File: config.mk
export PLATFORM = sky130hd
export DESIGN_NAME = uart_receiver
export DESIGN_NICKNAME = d
export VERILOG_FILES = /design/src/rtl/uart_pkg.sv /design/src/rtl/uart_sync.sv /design/src/rtl/uart_receiver.sv
export SDC_FILE = /design/constraint.sdc
export NUM_CORES = 1
export LEC_CHECK = 0
export BUFFER_PORTS_ARGS = -buffer_cell sky130_fd_sc_hd__buf_4
export CAP_MARGIN = 30
export CORE_ASPECT_RATIO = 1.25
export CORE_MARGIN = 1
export CORE_UTILIZATION = 55
export DETAILED_ROUTE_END_ITERATION = 16
export GPL_ROUTABILITY_DRIVEN = 0
export PLACE_DENSITY_LB_ADDON = 0.25
export SYNTH_ARGS = -nofsm -noshare
export SYNTH_HDL_FRONTEND = slang
export SYNTH_SLANG_ARGS = --single-unit
File: constraint.sdc
create_clock -name clk -period 2.2 [get_ports clk]
set_input_delay 0.44 -clock clk [delete_from_list [all_inputs] [get_ports clk]]
set_output_delay 0.44 -clock clk [all_outputs]
set_load 0.01 [all_outputs]
File: src/rtl/uart_pkg.sv
// Shared UART definitions: FSM encodings, frame format and default sizing.
// The transmitter also uses the frame constants, so both ends agree on line polarity.
package uart_pkg;

  // Default frame sizing
  localparam int unsigned DefaultDataBits  = 8;
  localparam int unsigned DefaultOversample = 16;

  // Frame format: the start bit pulls the line low and the stop bit returns it high.
  // The idle line level equals the stop level.
  localparam logic FrameStartBit = 1'b0;
  localparam logic FrameStopBit  = 1'b1;
  localparam logic LineIdle      = 1'b1;

  // Receiver FSM encodings
  localparam logic [2:0] StIdle  = 3'd0;
  localparam logic [2:0] StStart = 3'd1;
  localparam logic [2:0] StData  = 3'd2;
  localparam logic [2:0] StStop  = 3'd3;
  localparam logic [2:0] StBreak = 3'd4;

  // Counter width able to hold 0..n-1, never narrower than one bit
  function automatic int unsigned cnt_width(input int unsigned n);
    return (n > 1) ? $clog2(n) : 1;
  endfunction

endpackage

File: src/rtl/uart_sync.sv
// Multi-flop synchroniser for an asynchronous single-bit input.
// Flops reset to the idle line level so a reset never fakes a start edge.
module uart_sync
  import uart_pkg::*;
#(
  parameter int unsigned Stages = 2
) (
  input  logic clk_i,
  input  logic rst_i,
  input  logic d_i,
  output logic q_o
);

  logic [Stages-1:0] sync_q;

  if (Stages == 1) begin : g_one
    // Single flop: capture the input directly
    always_ff @(posedge clk_i or posedge rst_i) begin
      if (rst_i) begin
        sync_q <= LineIdle;
      end else begin
        sync_q <= d_i;
      end
    end
  end else begin : g_chain
    // Shift the input through the chain, oldest sample at the top
    always_ff @(posedge clk_i or posedge rst_i) begin
      if (rst_i) begin
        sync_q <= {Stages{LineIdle}};
      end else begin
        sync_q <= {sync_q[Stages-2:0], d_i};
      end
    end
  end

  assign q_o = sync_q[Stages-1];

endmodule

File: src/rtl/uart_receiver.sv
// 8N1-style UART receiver: oversampled start detection, mid-bit data sampling,
// one-cycle done / framing-error pulses, and break handling so a held-low
// line cannot retrigger frames.
module uart_receiver
  import uart_pkg::*;
#(
  parameter int unsigned DATA_BITS   = DefaultDataBits,
  // Must be even and at least 4
  parameter int unsigned OVERSAMPLE  = DefaultOversample,
  parameter int unsigned SYNC_STAGES = 2
) (
  input  logic                 clk,
  input  logic                 rst,
  input  logic                 rx,
  input  logic                 rx_enb,
  output logic [DATA_BITS-1:0] rx_data_out,
  output logic                 rx_done,
  output logic                 rx_busy,
  output logic                 rx_frame_err
);

  localparam int unsigned TickW = cnt_width(OVERSAMPLE);
  localparam int unsigned BitW  = cnt_width(DATA_BITS);

  // Start bit is re-checked half a bit after detection; data and stop bits a full bit apart
  localparam logic [TickW-1:0] TickMid  = TickW'(OVERSAMPLE / 2 - 1);
  localparam logic [TickW-1:0] TickLast = TickW'(OVERSAMPLE - 1);
  localparam logic [BitW-1:0]  BitLast  = BitW'(DATA_BITS - 1);

  logic                 rx_s;
  logic [2:0]           state_q, state_d;
  logic [TickW-1:0]     tick_q, tick_d;
  logic [BitW-1:0]      bit_q, bit_d;
  logic [DATA_BITS-1:0] shift_q, shift_d;
  logic [DATA_BITS-1:0] data_q, data_d;
  logic                 done_q, done_d;
  logic                 err_q, err_d;
  logic                 busy_q;

  uart_sync #(
    .Stages (SYNC_STAGES)
  ) u_rx_sync (
    .clk_i (clk),
    .rst_i (rst),
    .d_i   (rx),
    .q_o   (rx_s)
  );

  // Next-state logic: everything holds unless this cycle carries an oversample tick
  always_comb begin
    state_d = state_q;
    tick_d  = tick_q;
    bit_d   = bit_q;
    shift_d = shift_q;
    data_d  = data_q;
    done_d  = 1'b0;
    err_d   = 1'b0;

    if (rx_enb) begin
      case (state_q)
        StIdle: begin
          if (rx_s == FrameStartBit) begin
            state_d = StStart;
            tick_d  = '0;
          end
        end

        StStart: begin
          if (tick_q == TickMid) begin
            if (rx_s == FrameStartBit) begin
              state_d = StData;
              tick_d  = '0;
              bit_d   = '0;
            end else begin
              // Low pulse shorter than half a bit: treat as noise
              state_d = StIdle;
            end
          end else begin
            tick_d = tick_q + 1'b1;
          end
        end

        StData: begin
          if (tick_q == TickLast) begin
            // LSB arrives first, so shift in from the top
            shift_d = {rx_s, shift_q[DATA_BITS-1:1]};
            tick_d  = '0;
            if (bit_q == BitLast) begin
              state_d = StStop;
            end else begin
              bit_d = bit_q + 1'b1;
            end
          end else begin
            tick_d = tick_q + 1'b1;
          end
        end

        StStop: begin
          if (tick_q == TickLast) begin
            tick_d = '0;
            if (rx_s == FrameStopBit) begin
              // Leaving at mid stop bit leaves half a bit to catch a back-to-back start
              data_d  = shift_q;
              done_d  = 1'b1;
              state_d = StIdle;
            end else begin
              err_d   = 1'b1;
              state_d = StBreak;
            end
          end else begin
            tick_d = tick_q + 1'b1;
          end
        end

        StBreak: begin
          // Hold off until the line is released, otherwise a break would look like frames
          if (rx_s == LineIdle) begin
            state_d = StIdle;
          end
        end

        default: begin
          state_d = StIdle;
        end
      endcase
    end
  end

  // State and output registers; reset aborts any frame in progress
  always_ff @(posedge clk or posedge rst) begin
    if (rst) begin
      state_q <= StIdle;
      tick_q  <= '0;
      bit_q   <= '0;
      shift_q <= '0;
      data_q  <= '0;
      done_q  <= 1'b0;
      err_q   <= 1'b0;
      busy_q  <= 1'b0;
    end else begin
      state_q <= state_d;
      tick_q  <= tick_d;
      bit_q   <= bit_d;
      shift_q <= shift_d;
      data_q  <= data_d;
      done_q  <= done_d;
      err_q   <= err_d;
      busy_q  <= (state_d != StIdle);
    end
  end

  assign rx_data_out  = data_q;
  assign rx_done      = done_q;
  assign rx_busy      = busy_q;
  assign rx_frame_err = err_q;

endmodule

## Word-level counts from Yosys, hierarchy flattened

Index checks and enable logic that the tools add are counted.

- Flip-flop bits (word level): 31
- Bits of input ports: 4
- Output and inout bits: 11
- Logic and storage cells: 58

- Add/subtract/negate cells: 2
- Equality and inequality tests: 11
- Multiplexer cells: 27
- Reductions and logical operators: 9

Operators by type and width:

| cell | count |
|---|---|
| $mux 3 | 12 |
| $pmux 3 s5 | 1 |
| $mux 4 | 3 |
| $pmux 4 s3 | 1 |
| $mux 1 | 8 |
| $ne 2x2->1 const B | 4 |
| $eq 3x2->1 const B | 2 |
| $eq 3x3->1 const B | 2 |
| $pmux 3 s2 | 1 |
| $reduce_and 6->1 | 1 |
| $reduce_bool 3->1 | 2 |
| $add 4x1->4 const B | 1 |
| $eq 4x3->1 const B | 1 |
| $eq 4x4->1 const B | 1 |
| $reduce_and 4->1 | 1 |
| $add 3x1->3 const B | 1 |
| $eq 3x1->1 const B | 1 |
| $logic_not 3->1 | 1 |
| $reduce_and 3->1 | 1 |
| $mux 2 | 1 |
| $reduce_and 2->1 | 1 |
| $reduce_bool 2->1 | 1 |
| $reduce_or 2->1 | 1 |

## Depth between registers and ports, before layout

Gate-level depths: netlist (run 1).

- Depth in word-level cells: 6
- Mapped depth: 6
- Depth with buffers taken out: 5

## Hierarchy

Synthesis (run 1) repeated with hierarchy kept, for this count alone.

- Cells, all modules: 121
- Area total of the unflattened synthesis: 1,470.2 sq um

Modules (own cells, without submodules):

| module | instances | cells each | area an instance (sq um) |
|---|---|---|---|
| uart_receiver | 1 | 118 | 1,413.9 |
| uart_sync | 1 | 3 | 56.3 |

## Worst setup path after synthesis (run 1)

OpenSTA, ideal clock, no wires.

- Path kind: register to register
- Start point: register state_q[0]
- End point: register bit_q[0]
- Library setup time: 127 ps
- Data arrival time: 1,629 ps
- Required time: 2,073 ps
- Path slack: 443 ps
- Stages on the path, launching flop included: 6
- Period minus slack after synthesis: 1,757 ps
- Cell sequence: dfrtp_1 buf_2 or3b_1 o31ai_1 and3_2 mux2_1

- Longest elaborated chain between the ends: 3
- Elaborated cells between the ends (all ways): 9
- Classes of those cells: eq/ne: 6; mux: 1; reduce/logical: 2

Ends and longest elaborated chain:

| element | line | source |
|---|---|---|
| start: declaration | uart_receiver.sv:31 | `logic [2:0] state_q, state_d;` |
| start signal: assignment | uart_receiver.sv:132 | `state_q <= StIdle;` |
| start signal: assignment | uart_receiver.sv:141 | `state_q <= state_d;` |
| $eq 3x1->1 / $eq 3x2->1 (equally long branches) | uart_receiver.sv:60 | `case (state_q)` |
| $ne 2x2->1 (no line) / $reduce_bool 2->1 (equally long branches) | - |  |
| $reduce_and 6->1 (no line) | - |  |
| end signal: assignment | uart_receiver.sv:143 | `bit_q <= bit_d;` |
| end: declaration | uart_receiver.sv:33 | `logic [BitW-1:0] bit_q, bit_d;` |

Several ways; a longest one is shown, not always the timed one.
A chain may end at the register's enable or synchronous reset.

## Final worst setup path (run 1)

- Start point: register tick_q[0]
- End point: register shift_q[7]

- Longest elaborated chain between the ends: 2

Ends and longest elaborated chain:

| element | line | source |
|---|---|---|
| start: declaration | uart_receiver.sv:32 | `logic [TickW-1:0] tick_q, tick_d;` |
| start signal: assignment | uart_receiver.sv:142 | `tick_q <= tick_d;` |
| $eq 4x4->1 | uart_receiver.sv:84 | `if (tick_q == TickLast) begin` |
| $reduce_and 3->1 (no line) | - |  |
| end signal: assignment | uart_receiver.sv:144 | `shift_q <= shift_d;` |
| end: declaration | uart_receiver.sv:34 | `logic [DATA_BITS-1:0] shift_q, shift_d;` |

Every way passes these cells.

==> run_summary.xml, run 1 <==
<?xml version="1.0" encoding="UTF-8"?>
<metrics>
  <group name="power_and_ir_drop">
    <metric name="netSwitchingFraction" unit="%">33.23</metric>
    <metric name="leakagePower" unit="uW">0.0008035</metric>
    <metric name="p_seq_share" unit="%">50.2</metric>
    <metric name="clock_power_share" unit="%">25.5</metric>
    <metric name="vdd_drop_max" unit="mV">0.5600</metric>
    <metric name="power.density" unit="nW/um^2">918.9</metric>
    <metric name="power_switching" unit="uW">505.4</metric>
    <metric name="internal_power_consumption" unit="uW">1016</metric>
    <metric name="p_comb_share" unit="%">24.3</metric>
  </group>
  <group name="logic_synthesis">
    <metric name="avgSynthCellArea" unit="um^2">12.26</metric>
    <metric name="yosys.cell_types.count" unit="">43</metric>
    <metric name="yosys_most_used_dff" unit="">dfrtp_1</metric>
    <metric name="synth_sequential_area_ratio" unit="%">52.89</metric>
    <metric name="synth-async-reset-ratio" unit="%">100.0</metric>
    <metric name="synth_top_cell_by_area" unit="">dfrtp_1</metric>
    <metric name="yosys_warnings" unit="">0</metric>
    <metric name="postSynthRegisterBits" unit="">31</metric>
    <metric name="synth.top_cells.by_area" unit="">dfrtp_1 (49%), mux2_2 (13%), dfstp_2 (3.6%)</metric>
    <metric name="syn-num-nets" unit="">127</metric>
    <metric name="synth_edf_count" unit="">0</metric>
    <metric name="synth_largest_type_area_fraction" unit="%">49.32</metric>
    <metric name="postSynthCellCount" unit="">120</metric>
    <metric name="synth.cell_area" unit="um^2">1471</metric>
  </group>
  <group name="critical_path">
    <metric name="path_max_fanout" unit="">8</metric>
    <metric name="required" unit="ns">2.43</metric>
    <metric name="critical_path.startpoint_type" unit="">flip-flop</metric>
    <metric name="worstSetupEndpointType" unit="">flip-flop</metric>
    <metric name="crit_start" unit="">tick_q[0]</metric>
    <metric name="worstReg2RegStart" unit="">tick_q[0]</metric>
    <metric name="cp.arrival" unit="ns">2.13</metric>
    <metric name="timing_worst_setup_path_type" unit="">reg2reg</metric>
  </group>
  <group name="layout">
    <metric name="final_layout_size_suffix_gt1_share" unit="%">36.50</metric>
    <metric name="post-route-cell-area" unit="um^2">1655</metric>
    <metric name="finalCoreUtilization" unit="%">66.82</metric>
    <metric name="fillCellCount" unit="">195</metric>
    <metric name="syn_to_final_growth" unit="%">12.50</metric>
    <metric name="instances_no_fill" unit="">170</metric>
    <metric name="finish.net_count" unit="">143</metric>
    <metric name="insertedDiodeCount" unit="">0</metric>
  </group>
  <group name="detailed_routing">
    <metric name="route.detailed.drc" unit="">0</metric>
    <metric name="detail_route.wl_per_cell" unit="um">15.46</metric>
    <metric name="firstDrtPassIters" unit="">4</metric>
    <metric name="route.vias.total" unit="">996</metric>
    <metric name="viasPerCell" unit="">5.859</metric>
    <metric name="detail_route.wirelength" unit="um">2629</metric>
    <metric name="drtIter0Drc" unit="">24</metric>
    <metric name="route.antenna.remaining_nets" unit="">0</metric>
  </group>
  <group name="global_route">
    <metric name="overflow" unit="">0</metric>
    <metric name="grt_start_max_net_pins" unit="">32</metric>
    <metric name="total_track_usage" unit="%">22.03</metric>
    <metric name="first_global_vias" unit="">913</metric>
    <metric name="grt_most_used_layer" unit="">met2</metric>
    <metric name="grt_first_pass_wirelength" unit="um">4167</metric>
    <metric name="initial_antenna_violation_count" unit="">0</metric>
    <metric name="gr-usage-met3" unit="%">6.647</metric>
    <metric name="global_route.usage.met2" unit="%">34.29</metric>
    <metric name="met1_usage" unit="%">26.05</metric>
  </group>
  <group name="clocking">
    <metric name="hold_buffers" unit="">0</metric>
    <metric name="clock_tree.root_cell" unit="">clkbuf_4</metric>
    <metric name="post_cts.repair.setup_buffers" unit="">0</metric>
    <metric name="h-tree-depth" unit="">2</metric>
    <metric name="clock_insertion_delay_worst_skew" unit="ns">0.34</metric>
    <metric name="clkSlewWorstSetupHoldPaths" unit="ns">0.10</metric>
    <metric name="post_cts.resized_instances" unit="">0</metric>
    <metric name="tritoncts" unit="">yes</metric>
    <metric name="numCtsBuffers" unit="">5</metric>
    <metric name="ctsLongestPathBuffers" unit="">2</metric>
    <metric name="clock_sinks" unit="">31</metric>
  </group>
  <group name="timing">
    <metric name="maxSlewViolCount" unit="">0</metric>
    <metric name="max-slew-margin-rel" unit="%">74.63</metric>
    <metric name="crit_path_time_final" unit="ns">1.897</metric>
    <metric name="final.setup_skew" unit="ns">0.007873</metric>
    <metric name="report.final.setup_viol" unit="">0</metric>
    <metric name="final_hold_viol_count" unit="">0</metric>
    <metric name="fin_setup_tns" unit="ns">0</metric>
    <metric name="rsz0062_at_grt" unit="">no</metric>
    <metric name="achievable-frequency" unit="MHz">527.2</metric>
    <metric name="timing_worst_slew_pin_value" unit="ns">0.3780</metric>
    <metric name="whs" unit="ns">0.1648</metric>
    <metric name="post-route-period-util" unit="%">86.22</metric>
  </group>
  <group name="place">
    <metric name="dp.final_hpwl" unit="um">1819</metric>
    <metric name="placed_cells" unit="">162</metric>
    <metric name="port-buffer-count" unit="">14</metric>
    <metric name="placed_area" unit="um^2">1583</metric>
  </group>
  <group name="floorplanning">
    <metric name="die_area" unit="um^2">2887</metric>
    <metric name="floorplan.rows" unit="">20</metric>
    <metric name="chipWidth" unit="um">48.26</metric>
    <metric name="top_level_i_o_count" unit="">15</metric>
    <metric name="floorplan.initialDensity" unit="%">59.39</metric>
    <metric name="die_h" unit="um">59.83</metric>
    <metric name="core_region_area" unit="um^2">2477</metric>
  </group>
  <group name="min_path">
    <metric name="hp-class" unit="">in2async</metric>
  </group>
  <group name="run">
    <metric name="cap_violations" unit="">0</metric>
  </group>
  <group name="status">
    <metric name="outcome" unit="">finished, final reports clean</metric>
  </group>
</metrics>
-- area by class of cell --
type,count,area [um^2],area share [%]
inverters,9,33.78,2.041
clock inverters,1,7.507,0.4535
flip-flops and latches,31,778.2,47.01
clock buffers,7,65.06,3.930
repair buffers,17,127.6,7.710
multi-input cells,72,601.8,36.36
well taps,33,41.29,2.494
-- registers in the layout, indices dropped and copies added (netlist names) --
| signal | cells |
|---|---|
| u_rx_sync.sync_q | 2 |
| rx_frame_err | 1 |
| rx_busy | 1 |
| rx_done | 1 |
| bit_q | 3 |
| shift_q | 8 |
| tick_q | 4 |
| state_q | 3 |
| rx_data_out | 8 |
-- critical path, cell delays in order (launching register included) --
cell     delay, ns
dfrtp_1       0.43
ha_1          0.30
and3_1        0.27
and3_1        0.40
mux2_2        0.39
-- power groups by stage --
stage          Sequential (uW)  Clock (uW)  Combinational [uW]
6_report                   764         388                 370
2_1_floorplan              702           0                 358
3_3_place_gp               763           0                 355
4_1_cts                    761         401                 371
5_1_grt                    776         416                 421
3_5_place_dp               772           0                 367
-- kinds of logic after synthesis --
family                     synth area share (%)
AOI/OAI and AO/OA                         8.675
and+or+nand+nor                           13.95
buffers and inverters                     6.207
DFF                                       52.89
muxes                                     15.14
xor gates and xnor gates                 0.5953
adders and majority gates                 2.551
-- path summary, 6_finish.rpt --
check                                            to  depth (start not counted)  slack (ns)
worst min register to register  u_rx_sync.sync_q[1]                          0        0.36
worst max register to register           shift_q[7]                          4        0.30
max in group asynchronous       u_rx_sync.sync_q[1]                          3        1.72
worst max-delay path                     shift_q[7]                          4        0.30
worst min-delay path                     state_q[0]                          3        0.16
min in group clk                u_rx_sync.sync_q[0]                          1        0.20
-- cells in the final DEF, fill, tap and decap left out, drive strengths merged, types with 3 or more instances in the layout --
cell type   n
dfrtp      29
clkbuf      7
ha          3
buf        17
inv         9
nand3       5
mux2       18
nand2       5
a21oi       4
and3        3
-- Yosys cell counts (2+ instances only) --
cell type  number
and3_1          2
nor2_1          2
buf_6           2
inv_1           9
a21oi_1         4
buf_2           4
o21ai_0         2
buf_4           2
mux2i_1         2
o22ai_1         2
nand2_1         5
nand3_1         4
nand4_1         2
nor3_1          2
dfrtp_1        29
dfstp_2         2
ha_1            3
mux2_2         17
-- per-stage QoR --
stage | worst slack, ns | power, uW
after floorplan | 0.4432 | 1060
after global placement | 0.3580 | 1118
after detailed placement | 0.3384 | 1140
after CTS | 0.3058 | 1534
after global routing | 0.2101 | 1613
final | 0.3032 | 1521
-- per-layer routing --
metal | part of all wire (%) | wire length (um) | vias up
li1 | - | - | 466
met1 | 40 | 1044 | 491
met3 | 5.0 | 132 | 5
met2 | 54 | 1408 | 34
met4 | 1.7 | 45 | 0
met5 | 0 | 0 | -
(Power assumes the default switching activity.)
==> run 2: changes to the inputs <==
--- a/config.mk
+++ b/config.mk
@@ -12,7 +12,7 @@
 export CORE_UTILIZATION = 55
 export DETAILED_ROUTE_END_ITERATION = 16
 export GPL_ROUTABILITY_DRIVEN = 0
-export PLACE_DENSITY_LB_ADDON = 0.25
+export PLACE_DENSITY = 0.74
 export SYNTH_ARGS = -nofsm -noshare
 export SYNTH_HDL_FRONTEND = slang
 export SYNTH_SLANG_ARGS = --single-unit
==> run 2 against run 1 <==
Clock skew is 0.0060 ns higher. Setup slack improved by 0.014 ns. Highest routed layer unchanged. Utilization down 0.15 points. Via count shrank 0.70%. Clock power decreased by 3%. Power down 0.66%. Wire length rose by 1.4%. Critical path depth unchanged. Sequential share of layout area is 0.11 points higher. Final area decreased by 0.23%. Non-clock buffer count stayed put. Critical endpoint is now shift_q[3].
==> run_summary.xml, run 2 (same netlist as run 1, synthesis figures left out) <==
<?xml version="1.0" encoding="UTF-8"?>
<metrics>
  <group name="status">
    <metric name="outcome" unit="">finished, final reports clean</metric>
  </group>
  <group name="timing">
    <metric name="report.final.setup_viol" unit="">0</metric>
    <metric name="achievable-frequency" unit="MHz">531.2</metric>
    <metric name="crit_path_time_final" unit="ns">1.883</metric>
    <metric name="final.setup_skew" unit="ns">0.01386</metric>
    <metric name="final_hold_viol_count" unit="">0</metric>
    <metric name="rsz0062_at_grt" unit="">no</metric>
    <metric name="timing_worst_slew_pin_value" unit="ns">0.3941</metric>
    <metric name="post-route-period-util" unit="%">85.57</metric>
    <metric name="fin_setup_tns" unit="ns">0</metric>
    <metric name="maxSlewViolCount" unit="">0</metric>
    <metric name="max-slew-margin-rel" unit="%">73.73</metric>
  </group>
  <group name="detailed_routing">
    <metric name="detail_route.wl_per_cell" unit="um">15.68</metric>
    <metric name="route.vias.total" unit="">989</metric>
    <metric name="wl_met1" unit="um">1064</metric>
    <metric name="routed-wl-met3" unit="um">94</metric>
    <metric name="viasPerCell" unit="">5.818</metric>
    <metric name="detail_route.wirelength" unit="um">2666</metric>
    <metric name="route.detailed.drc" unit="">0</metric>
    <metric name="firstDrtPassIters" unit="">4</metric>
    <metric name="routed.top_layer" unit="">met4</metric>
    <metric name="drtIter0Drc" unit="">26</metric>
    <metric name="wl_met2" unit="um">1468</metric>
    <metric name="route.antenna.remaining_nets" unit="">0</metric>
  </group>
  <group name="critical_path">
    <metric name="setup.reg_to_reg.worst_slack" unit="ns">0.32</metric>
    <metric name="worstSetupEndpointType" unit="">flip-flop</metric>
    <metric name="required" unit="ns">2.41</metric>
    <metric name="timing.critical_path.cells" unit="">ha_1, and3_1, and3_1, mux2_2</metric>
    <metric name="critical_path.reg2reg.endpoint" unit="">shift_q[3]</metric>
    <metric name="critPathMostFrequentCell" unit="">and3_1</metric>
    <metric name="worstRegToRegCells" unit="">4</metric>
    <metric name="path_max_fanout" unit="">8</metric>
    <metric name="cpPeakStageDelay" unit="ns">0.42</metric>
    <metric name="cp.arrival" unit="ns">2.09</metric>
    <metric name="slowest_stage" unit="">dfrtp_1</metric>
    <metric name="critical_path.startpoint_type" unit="">flip-flop</metric>
    <metric name="worstReg2RegStart" unit="">tick_q[0]</metric>
    <metric name="timing_worst_setup_path_type" unit="">reg2reg</metric>
  </group>
  <group name="clocking">
    <metric name="clock_tree.root_cell" unit="">clkbuf_4</metric>
    <metric name="clkSlewWorstSetupHoldPaths" unit="ns">0.10</metric>
    <metric name="h-tree-depth" unit="">2</metric>
    <metric name="post_cts.resized_instances" unit="">0</metric>
    <metric name="tritoncts" unit="">yes</metric>
    <metric name="ctsLongestPathBuffers" unit="">2</metric>
    <metric name="hold_buffers" unit="">0</metric>
    <metric name="post_cts.repair.setup_buffers" unit="">0</metric>
    <metric name="clock_sinks" unit="">31</metric>
    <metric name="clock_insertion_delay_worst_skew" unit="ns">0.33</metric>
    <metric name="numCtsBuffers" unit="">5</metric>
  </group>
  <group name="power_and_ir_drop">
    <metric name="vdd_drop_max" unit="mV">0.5697</metric>
    <metric name="power.density" unit="nW/um^2">914.9</metric>
    <metric name="leakagePower" unit="uW">0.0008045</metric>
  </group>
  <group name="layout">
    <metric name="multi_input_comb_area" unit="um^2">601.8</metric>
    <metric name="leading_cell_type_in_the_layout_fill_and_taps_excluded" unit="">dfrtp_1</metric>
    <metric name="insertedDiodeCount" unit="">0</metric>
    <metric name="mostFrequentLayoutCells" unit="">dfrtp_1 (29), mux2_2 (17), buf_4 (17)</metric>
    <metric name="fillCellCount" unit="">190</metric>
    <metric name="finish.net_count" unit="">143</metric>
    <metric name="final_layout_size_suffix_gt1_share" unit="%">35.77</metric>
    <metric name="instances_no_fill" unit="">170</metric>
    <metric name="syn_to_final_growth" unit="%">12.24</metric>
    <metric name="regArea" unit="um^2">778.2</metric>
  </group>
  <group name="global_route">
    <metric name="grt_start_max_net_pins" unit="">32</metric>
    <metric name="total_track_usage" unit="%">23.03</metric>
    <metric name="overflow" unit="">0</metric>
    <metric name="first_global_vias" unit="">1011</metric>
    <metric name="grt_first_pass_wirelength" unit="um">4436</metric>
    <metric name="initial_antenna_violation_count" unit="">0</metric>
  </group>
  <group name="floorplanning">
    <metric name="top_level_i_o_count" unit="">15</metric>
    <metric name="die_h" unit="um">59.83</metric>
    <metric name="die_area" unit="um^2">2887</metric>
    <metric name="floorplan.initialDensity" unit="%">59.39</metric>
    <metric name="chipWidth" unit="um">48.26</metric>
    <metric name="core_region_area" unit="um^2">2477</metric>
    <metric name="floorplan.rows" unit="">20</metric>
  </group>
  <group name="min_path">
    <metric name="hp-class" unit="">in2async</metric>
  </group>
  <group name="run">
    <metric name="cap_violations" unit="">0</metric>
  </group>
  <group name="place">
    <metric name="dp.final_hpwl" unit="um">1893</metric>
    <metric name="placed_cells" unit="">162</metric>
    <metric name="port-buffer-count" unit="">14</metric>
  </group>
</metrics>
-- run 2: cell count changes in the layout (fill, tap and decap cells not counted), sizes merged --
cell	change
clkbuf	+1
clkinvlp	-1
-- run 2: worst max-delay path: cells and delay by family, from the launching register on --
family	cells	cell delay (ns)
DFF	1	0.42
muxes	1	0.38
and+or+nand+nor	2	0.69
adders and majority gates	1	0.28
-- run 2: worst max-delay path by stage --
stage / slack, ns / cells past startpoint / startpoint / end
4_1_cts: 0.31 / 4 / tick_q[0] / shift_q[3]
3_3_place_gp: 0.35 / 4 / tick_q[0] / shift_q[6]
3_5_place_dp: 0.33 / 4 / tick_q[0] / shift_q[3]
2_1_floorplan: 0.44 / 5 / state_q[0] / bit_q[0]
6_report: 0.32 / 4 / tick_q[0] / shift_q[3]
5_1_grt: 0.20 / 4 / tick_q[0] / shift_q[2]
-- run 2: final cells by class --
cell class / instances / share of cell area, %
Tap cell: 33 / 2.500
Clock buffer: 8 / 4.167
Multi-Input combinational cell: 72 / 36.44
Timing Repair Buffer: 17 / 7.727
Inverter: 9 / 2.045
Sequential cell: 31 / 47.12
-- run 2: through the flow --
stage	setup WS [ns]	hold WS (ns)	power (uW)	cell area, um^2	util, %
after floorplan	0.4432	0.3452	1060	1471	-
after global placement	0.3527	0.3459	1120	1583	63.89
after detailed placement	0.3271	0.3484	1144	1583	63.89
after CTS	0.3056	0.1900	1526	1652	66.67
after global routing	0.1958	0.1859	1616	1652	66.67
final	0.3175	0.1949	1511	1652	66.67
-- run 2: where the power goes --
part	internal (uW)	switching (uW)
logic	178	195
registers	650	112
clock network	188	187
-- run 2: layer usage --
metal / track usage (%) / up-vias
met3: 7.251 / 6
met1: 26.36 / 495
met4: 11.51 / 0
li1: - / 468
met5: 0 / -
met2: 37.33 / 20
